===== src/rtl/sram_stream_writer.sv =====
// Write-only controller for an asynchronous SRAM. It buffers incoming address/data words
// in a small FIFO and turns each word into a registered CE/WE write cycle.
module sram_stream_writer #(
   parameter int unsigned ADDR_W     = 19,
   parameter int unsigned DATA_W     = 32,
   parameter int unsigned WR_WAIT    = 2,
   parameter int unsigned FIFO_DEPTH = 4
) (
   input  logic              CLK,
   input  logic              RSTn,
   input  logic              in_valid,
   output logic              in_ready,
   input  logic [ADDR_W-1:0] in_addr,
   input  logic [DATA_W-1:0] in_data,
   output logic              busy,
   output logic [31:0]       wr_count,
   output logic [ADDR_W-1:0] SRAM_ADDR,
   output logic [DATA_W-1:0] SRAM_DATA_O,
   output logic              SRAM_DATA_OE,
   output logic              SRAM_CEn,
   output logic              SRAM_WEn,
   output logic              SRAM_OEn
);

   localparam int unsigned PTR_W  = (FIFO_DEPTH > 1) ? $clog2(FIFO_DEPTH) : 1;
   localparam int unsigned CNT_W  = PTR_W + 1;
   localparam int unsigned ENT_W  = ADDR_W + DATA_W;
   localparam int unsigned WAIT_W = 4;

   typedef enum logic [1:0] {IDLE, SETUP, PULSE, HOLD} state_e;

   state_e              state_q, state_d;
   logic [ENT_W-1:0]    mem_q [FIFO_DEPTH];
   logic [PTR_W-1:0]    wr_ptr_q, rd_ptr_q;
   logic [CNT_W-1:0]    count_q, count_d;
   logic                push, pop, empty, full;
   logic [ENT_W-1:0]    head;

   logic [ADDR_W-1:0]   addr_q, addr_d;
   logic [DATA_W-1:0]   data_q, data_d;
   logic                cen_q, cen_d, wen_q, wen_d, oe_q, oe_d;
   logic [WAIT_W-1:0]   wait_q, wait_d;
   logic [31:0]         wr_count_q, wr_count_d;

   assign empty    = (count_q == '0);
   assign full     = (count_q == CNT_W'(FIFO_DEPTH));
   assign push     = in_valid && !full;
   assign pop      = ((state_q == IDLE) || (state_q == HOLD)) && !empty;
   assign head     = mem_q[rd_ptr_q];

   // FIFO storage is not reset; only the pointers and count define its contents
   always_ff @(posedge CLK) begin
      if (push) mem_q[wr_ptr_q] <= {in_addr, in_data};
   end

   always_comb begin
      count_d = count_q;
      unique case ({push, pop})
         2'b10:   count_d = count_q + CNT_W'(1);
         2'b01:   count_d = count_q - CNT_W'(1);
         default: count_d = count_q;
      endcase
   end

   always_ff @(posedge CLK or negedge RSTn) begin
      if (!RSTn) begin
         wr_ptr_q <= '0;
         rd_ptr_q <= '0;
         count_q  <= '0;
      end else begin
         if (push) wr_ptr_q <= wr_ptr_q + PTR_W'(1);
         if (pop)  rd_ptr_q <= rd_ptr_q + PTR_W'(1);
         count_q <= count_d;
      end
   end

   // State register
   always_ff @(posedge CLK or negedge RSTn) begin
      if (!RSTn) state_q <= IDLE;
      else       state_q <= state_d;
   end

   // Next-state logic
   always_comb begin
      state_d = state_q;
      unique case (state_q)
         IDLE:    if (!empty) state_d = SETUP;
         SETUP:   state_d = PULSE;
         PULSE:   if (wait_q == '0) state_d = HOLD;
         HOLD:    state_d = empty ? IDLE : SETUP;
         default: state_d = IDLE;
      endcase
   end

   // Strobes are derived from the next state so each registered output lines up with its state
   always_comb begin
      cen_d      = (state_d == IDLE);
      wen_d      = (state_d != PULSE);
      oe_d       = (state_d != IDLE);
      addr_d     = addr_q;
      data_d     = data_q;
      wait_d     = wait_q;
      wr_count_d = wr_count_q;
      if (pop) {addr_d, data_d} = head;
      if (state_q == SETUP)                      wait_d = WAIT_W'(WR_WAIT - 1);
      else if (state_q == PULSE && wait_q != '0) wait_d = wait_q - WAIT_W'(1);
      if (state_q == HOLD) wr_count_d = wr_count_q + 32'd1;
   end

   always_ff @(posedge CLK or negedge RSTn) begin
      if (!RSTn) begin
         cen_q      <= 1'b1;
         wen_q      <= 1'b1;
         oe_q       <= 1'b0;
         addr_q     <= '0;
         data_q     <= '0;
         wait_q     <= '0;
         wr_count_q <= '0;
      end else begin
         cen_q      <= cen_d;
         wen_q      <= wen_d;
         oe_q       <= oe_d;
         addr_q     <= addr_d;
         data_q     <= data_d;
         wait_q     <= wait_d;
         wr_count_q <= wr_count_d;
      end
   end

   assign in_ready     = !full;
   assign busy         = (state_q != IDLE) || !empty;
   assign wr_count     = wr_count_q;
   assign SRAM_ADDR    = addr_q;
   assign SRAM_DATA_O  = data_q;
   assign SRAM_DATA_OE = oe_q;
   assign SRAM_CEn     = cen_q;
   assign SRAM_WEn     = wen_q;
   assign SRAM_OEn     = 1'b1;

endmodule


===== config.mk =====
export PLATFORM = sky130hd
export DESIGN_NAME = sram_stream_writer
export DESIGN_NICKNAME = d
export VERILOG_FILES = /design/src/rtl/sram_stream_writer.sv
export SDC_FILE = /design/constraint.sdc
export NUM_CORES = 1
export LEC_CHECK = 0
export BUFFER_PORTS_ARGS = -buffer_cell sky130_fd_sc_hd__buf_4
export CORE_ASPECT_RATIO = 0.6
export CORE_MARGIN = 2
export CORE_UTILIZATION = 25
export CTS_CLUSTER_DIAMETER = 150
export DETAILED_ROUTE_END_ITERATION = 8
export PLACE_DENSITY = 0.51
export SYNTH_ARGS = -nofsm -noshare
export SYNTH_HDL_FRONTEND = slang
export SYNTH_SLANG_ARGS = --single-unit

===== constraint.sdc =====
create_clock -name CLK -period 7.89 [get_ports CLK]
set_input_delay 1.578 -clock CLK [delete_from_list [all_inputs] [get_ports CLK]]
set_output_delay 1.578 -clock CLK [all_outputs]
set_load 0.1 [all_outputs]

* After elaboration in Yosys (flattened, before gate mapping) *
Memories as Yosys holds them, arrays and structs flattened. A register that Yosys moved wholly into a read port is not among the register bits.
Cells that the tools add are included.

word-level totals
  register bits after elaboration = 48
  bits in latches = 0
  bits in writable memories = 204
  ROM bits = 0
  bits of input ports = 54
  logic and storage cells = 49
  memories kept = 1

memories
  name   words  width  read ports  clocked after memory_dff  wr ports  RTL line  RTL
  mem_q  4      51     1           1                         1         33        logic [ENT_W-1:0] mem_q [FIFO_DEPTH];

cells by class
  add/subtract/negate cells = 6
  multipliers = 0
  divide/modulo/power cells = 0
  $lt $le $gt $ge = 0
  eq/ne operators = 7
  shift operators = 0
  multiplexer cells = 9
  bitwise operators = 0
  reduce and logical (&&, ||, !) cells = 17

operators by type and width
  kind                                                                   number
  32-bit by 1-bit adder with 32-bit output, second input constant        1
  4-bit two-way mux                                                      2
  2-bit one-hot mux with 4 select lines                                  1
  2-bit nonzero test                                                     4
  2-bit equality test, second input constant                             3
  3-bit one-hot mux with 2 select lines                                  1
  2-bit by 1-bit adder with 2-bit output, second input constant          2
  2-bit by 1-bit equality test with 1-bit output, second input constant  2
  2-bit logical NOT                                                      2
  4-bit logical NOT                                                      1
  2-bit two-way mux                                                      2
  4-bit nonzero test                                                     1
  4-bit by 1-bit subtractor with 4-bit output, second input constant     1
  3-bit by 1-bit adder with 3-bit output, second input constant          1
  3-bit equality test, second input constant                             1
  1-bit logical AND                                                      3
  1-bit logical NOT                                                      3
  3-bit logical NOT                                                      1
  1-bit two-way mux                                                      3
  3-bit by 1-bit subtractor with 3-bit output, second input constant     1
  1-bit logical OR                                                       2
  2-bit inequality test, second input constant                           1

* Logic depth before layout (Yosys ltp) *
Gate-level depths: netlist (run 1).

  depth after elaboration = 5
  depth in mapped cells = 10

* Worst setup path before layout (run 1) *
No wires, ideal clock.

  path kind = input-to-reg
  start = in in_valid
  end = mem mem_q[0][0] in the netlist's numbering (enable)
  setup time = 0.414 ns
  arrival time = 2.840 ns
  required time = 7.476 ns
  setup slack = 4.636 ns
  cell stages on the path = 1
  buffers on the path = 0
  path through = and3_1

on the way
  longest elaborated chain between the ends = 3

RTL lines
  what                                     RTL line  RTL
  start, declared                          11        input logic in_valid,
  1-bit logical AND                        47        assign push = in_valid && !full;
  1-bit two-way mux                        53        if (push) mem_q[wr_ptr_q] <= {in_addr, in_data};
  1-bit two-way mux (not written as such)  53
  end, declared                            33

Every way passes these cells.

* Worst setup path in the final report (run 1) *
  start = reg count_q[1]
  end = out busy

on the way
  longest elaborated chain between the ends = 3

RTL lines
  what                    RTL line  RTL
  start, declared         35        logic [CNT_W-1:0] count_q, count_d;
  start signal, assigned  73        count_q <= count_d;
  3-bit logical NOT       45        assign empty = (count_q == '0);
  1-bit logical NOT       131       assign busy = (state_q != IDLE) || !empty;
  1-bit logical OR        131
  end, declared           15        output logic busy,

Every way passes these cells.

==> results.md, run 1 <==
- Status: finished clean
- Grt total ovfl: 0
- DR vias: 5,607
- Top cells by area, synth: edfxtp_1 53%, dfrtp_1 21%, mux4_2 10%, mux2_2 5.2%, xnor2_1 1.9%
- Die width: 281 µm
- Slew HR: 39.8%
- GRT Overall Usage: 10.6%
- First drt pass iteration count: 6
- Top layer reached by signal wires: met5
- Endpoints failing setup: 0
- # nets final: 810
- DR WL met2: 11.3 mm
- Worst Hold Class: reg2reg
- RSZ-0062 raised after global routing: false
- First-pass GRT wire length: 37.9 mm
- DP HPWL: 15.8 mm
- Clock Skew: 0.00851 ns
- # port buffers: 141
- Share of layout cells above drive strength 1: 41.1%
- Hold Slack: 0.480 ns
- Most frequent cells in the layout: 204 x edfxtp_1, 144 x buf_4, 95 x dfrtp_1
- Cell variety after synth: 37
- Die area: 0.0479 mm²
- CTS max path bufs: 3
- Die Ht: 170 µm
- P&R area growth vs syn: 25.4%
- Vias in the first global route: 5,901
- Tmin final: 3.43 ns
- Core ar.: 0.0451 mm²
- Final hold violations: 0
- Initial antenna violation count: 4
- # resized after CTS: 0
- Final Cycle Share: 43.5%
- Final ANT Viol Nets: 0
- Data arrival time of the critical path: 1.85 ns
- Crit path capture type: output pin
- Tightest Pin Transition: 0.903 ns
- Initial Utilization: 25.5%
- Num CTS Buffers: 34
- # rows: 60
- Sequential area share after synthesis: 74.7%
- Postcts setup bufs: 0
- Ys flop type: edfxtp_1
- # DRC: 0
- Post-Syn Area: 0.0115 mm²
- Clk root buf: clkbuf_16
- Routed wire length: 25.1 mm
- Vias per inst: 4.04
- Synth area leader: edfxtp_1
- Asr flop ratio synth: 32.7%
- Filler cell count: 4,354
- Yosys reg bits: 303
- Setup crit start kind: flip-flop
- Met1 Wirelength: 12.0 mm
- First DRT Iteration DRCs: 364
- H-tree lvl count: 2
- Worst skew pair latency: 0.49 ns
- Pin count of the biggest net entering global routing: 67
- DR WL/cell: 18.1 µm
- Wire length on met3: 1.35 mm
- Commonest non-fill, non-tap cell in the layout: edfxtp_1
- Setup Total Neg Slack: 0 ns
- Routability cong.: 0.733
- Hold_buf cts: 0
- Clk sinks: 303
- Syn Area/Cell: 19.8 µm²
- Number of max-cap violations: 0
- Fmax: 291 MHz
- Max Slew Vio Count: 0
- Fin util: 32.0%
- Worst slack, placed: 4.82 ns
- Worst EP required: 6.31 ns
- Setup ws final: 4.46 ns
- Ports: 143
- Net count after synthesis: 649
- Crit-path max FO: 4
- Syn. warnings: 0
- EDFF count, synth: 204
- Cell count after synthesis: 581
- Clock transition at path regs: 0.06 ns
- WS Path Type: reg2out
- CTS tree: done
- Synth top area share: 53.2%
-- layout make-up --
cell class / instances / area [µm²] / share of cell area, %
diodes: 1 / 2.50 / 0.0173
clock buffers: 41 / 918 / 6.35
clock inverters: 20 / 201 / 1.39
inverters: 13 / 48.8 / 0.338
multi-input cells: 246 / 2810 / 19.5
flip-flops and latches: 303 / 8610 / 59.6
well taps: 620 / 776 / 5.37
repair buffers: 144 / 1080 / 7.48
-- routing by layer --
layer,vias up,global-route usage [%]
met2,87,16.2
met1,2883,14.8
met3,40,3.14
met4,6,2.39
met5,-,0
li1,2591,-
-- flip-flops by register name, summed over array words and instances, names as in the netlist --
signal        cells
SRAM_ADDR        19
SRAM_CEn          1
SRAM_DATA_O      32
SRAM_DATA_OE      1
SRAM_WEn          1
count_q           3
mem_q           204
rd_ptr_q          2
state_q           2
wait_q            4
wr_count         32
wr_ptr_q          2
-- cells in the mapped netlist (8+ instances only) --
cell type,instances
mux2_2,53
edfxtp_1,204
nand3_1,13
clkbuf_1,12
nand4_1,9
nand2_1,15
dfrtp_1,97
and3_1,10
nor4_1,8
xnor2_1,25
ha_1,13
mux4_2,51
inv_1,13
nor2_1,10
xor2_1,15
-- critical path, stage by stage, from the launching register on --
cell and delay (ns):
dfrtp_1 0.40, nor3_1 0.58, nand2_1 0.13, buf_4 0.26
-- stage by stage --
step                instance area [µm²]  instances
finish                            14500       1388
global route                      14500       1387
CTS                               14500       1387
detailed placement                13300       1326
global placement                  13300       1326
floorplan                         11500        581
-- worst paths after layout --
kind	start	end	slack, ns	cells after the start
max in group asynchronous	RSTn	wr_count[20]$_DFFE_PN0N_	5.51	2
min reg2reg	wr_count[31]$_DFFE_PN0N_	wr_count[31]$_DFFE_PN0N_	0.48	1
min	wr_count[31]$_DFFE_PN0N_	wr_count[31]$_DFFE_PN0N_	0.48	1
min in group asynchronous	RSTn	SRAM_DATA_O[20]$_DFFE_PN0P_	1.07	1
max	count_q[1]$_DFFE_PN0P_	busy	4.46	3
max reg2reg	state_q[0]$_DFF_PN0_	count_q[2]$_DFFE_PN0P_	4.98	10
-- logic make-up (layout without fill, tap and decap cells) --
family                     after synthesis  count (layout)  synth area share [%]
adders and majority gates               14              14                  1.59
xor gates and xnor gates                40              40                  3.04
muxes                                  104             104                  15.1
buffers and inverters                   32             218                  1.14
DFF                                    303             303                  74.7
and+or+nand+nor                         82              82                  4.07
other                                    1               2                0.0325
AOI/OAI and AO/OA                        5               5                 0.282
Power of run 1 is left out: the tool's default activity adds up to more than one toggle a clock period on the data nets, which glitch-free logic cannot reach.
==> inputs of run 2 (changes only) <==
PLACE_DENSITY = 0.52   (was 0.51)
clock period = 3.1 ns   (was 7.89 ns; I/O delays follow)
==> run 2 against run 1 <==
  * Die area unchanged
  * Flip-flop and latch count unchanged
  * Non-clock buffer count up 7
  * Critical path depth unchanged
  * Wire length down 0.48%
  * Cell count up 0.50%
  * Count of clock-buffer cells in the layout up 2
  * First-iteration DRC count down 20%
  * Clock skew up 0.0087 ns
  * Worst hold slack worse by 0.45 ns
  * Largest cell class unchanged
==> results.md, run 2 (same netlist as run 1, synthesis figures left out) <==
- Initial antenna violation count: 0
- GRT Overall Usage: 10.8%
- H-tree lvl count: 2
- First drt pass iteration count: 6
- First-pass GRT wire length: 38.7 mm
- Clk root buf: clkbuf_16
- Clock transition at path regs: 0.06 ns
- Num CTS Buffers: 34
- Worst Hold Class: in2async
- Postcts setup bufs: 0
- CTS tree: done
- # nets final: 817
- Crit-path max FO: 4
- Tightest Pin Transition: 0.883 ns
- First DRT Iteration DRCs: 290
- # port buffers: 141
- Pin count of the biggest net entering global routing: 66
- Largest Register: mem_q
- Worst skew pair latency: 0.51 ns
- Final ANT Viol Nets: 0
- Setup Total Neg Slack: 0 ns
- Slew HR: 41.2%
- RSZ-0062 raised after global routing: false
- Max reg flops: 204
- WS Path Type: reg2out
- Crit path capture type: output pin
- P&R area growth vs syn: 27.2%
- Number of max-cap violations: 0
- Routed wire length: 25.0 mm
- Filler cell count: 4,348
- Clk sinks: 303
- DR vias: 5,709
- Status: finished clean
- Final hold violations: 0
- Initial Utilization: 25.5%
- Core ar.: 0.0451 mm²
- Die Ht: 170 µm
- Vias per inst: 4.09
- Antenna fix cells: 0
- Max Slew Vio Count: 0
- DP HPWL: 15.8 mm
- R2R Setup Slk: 0.84 ns
- Clock Skew: 0.0173 ns
- Worst EP required: 2.48 ns
- # resized after CTS: 0
- CTS max path bufs: 3
- Ports: 143
- DR WL/cell: 17.9 µm
- Hold_buf cts: 0
- Fmax: 397 MHz
- Grt total ovfl: 0
- Routability cong.: 0.725
- Die area: 0.0479 mm²
- Setup crit start kind: flip-flop
- Vias in the first global route: 6,082
- Commonest non-fill, non-tap cell in the layout: edfxtp_1
- Tmin final: 2.52 ns
- Most frequent cells in the layout: 204 x edfxtp_1, 144 x buf_4, 95 x dfrtp_1
- Data arrival time of the critical path: 1.90 ns
- Final Cycle Share: 81.3%
- Endpoints failing setup: 0
- # DRC: 0
- Die width: 281 µm
- # rows: 60
- Share of layout cells above drive strength 1: 42.3%
==> run 2: changes by cell type in the layout (fill, tap and decap cells not counted), sizes merged <==
| cell | delta |
|---|---|
| buf | +7 |
| clkbuf | +2 |
| clkinv | -1 |
| diode | -1 |
==> run 2: worst max-delay path, cell delays in order, from the launching register on <==
cell and delay, ns:
dfrtp_1 0.40, nor3_1 0.60, nand2_1 0.13, buf_4 0.26
==> run 2: area by class of cell <==
class | count | area (µm²) | share of cell area, %
clock inverter | 19 | 201 | 1.38
inverter | 13 | 48.8 | 0.333
timing repair buffer | 151 | 1220 | 8.34
tap | 620 | 776 | 5.30
multi-input combinational | 246 | 2810 | 19.2
clock buffer | 43 | 978 | 6.68
sequential | 303 | 8610 | 58.8
==> run 2: worst paths after layout <==
kind	depth (start not counted)	from	end
worst min-delay path	1	RSTn	SRAM_DATA_O[20]$_DFFE_PN0P_
worst min register to register	1	wr_count[31]$_DFFE_PN0N_	wr_count[31]$_DFFE_PN0N_
worst max-delay path	3	count_q[1]$_DFFE_PN0P_	busy
max in group asynchronous	2	RSTn	SRAM_CEn$_DFF_PN1_
worst max register to register	5	state_q[0]$_DFF_PN0_	SRAM_DATA_O[24]$_DFFE_PN0P_
min in group CLK	1	in_addr[18]	mem_q[3][50]$_DFFE_PP_
==> run 2: routing by layer <==
| metal | share of wire (%) | vias to the layer above | global-route usage, % |
|---|---|---|---|
| li1 | - | 2614 | - |
| met1 | 49 | 2954 | 15.5 |
| met2 | 45 | 102 | 16.2 |
| met3 | 3.9 | 39 | 2.33 |
| met4 | 2.2 | 0 | 3.16 |
| met5 | 0 | - | 0 |
==> run 2: metrics by stage <==
stage	std cells	util, %	instance area, µm²	setup slack [ns]	hold WS, ns
finish	1395	32.5	14700	0.581	0.0302
detailed placement	1333	29.9	13500	0.779	0.463
CTS	1395	32.5	14700	0.536	0.0276
global placement	1333	29.9	13500	0.842	0.459
global route	1395	32.5	14700	0.447	0.0428
floorplan	581	-	11500	0.0430	0.324
Power of run 2 is left out for the same reason.
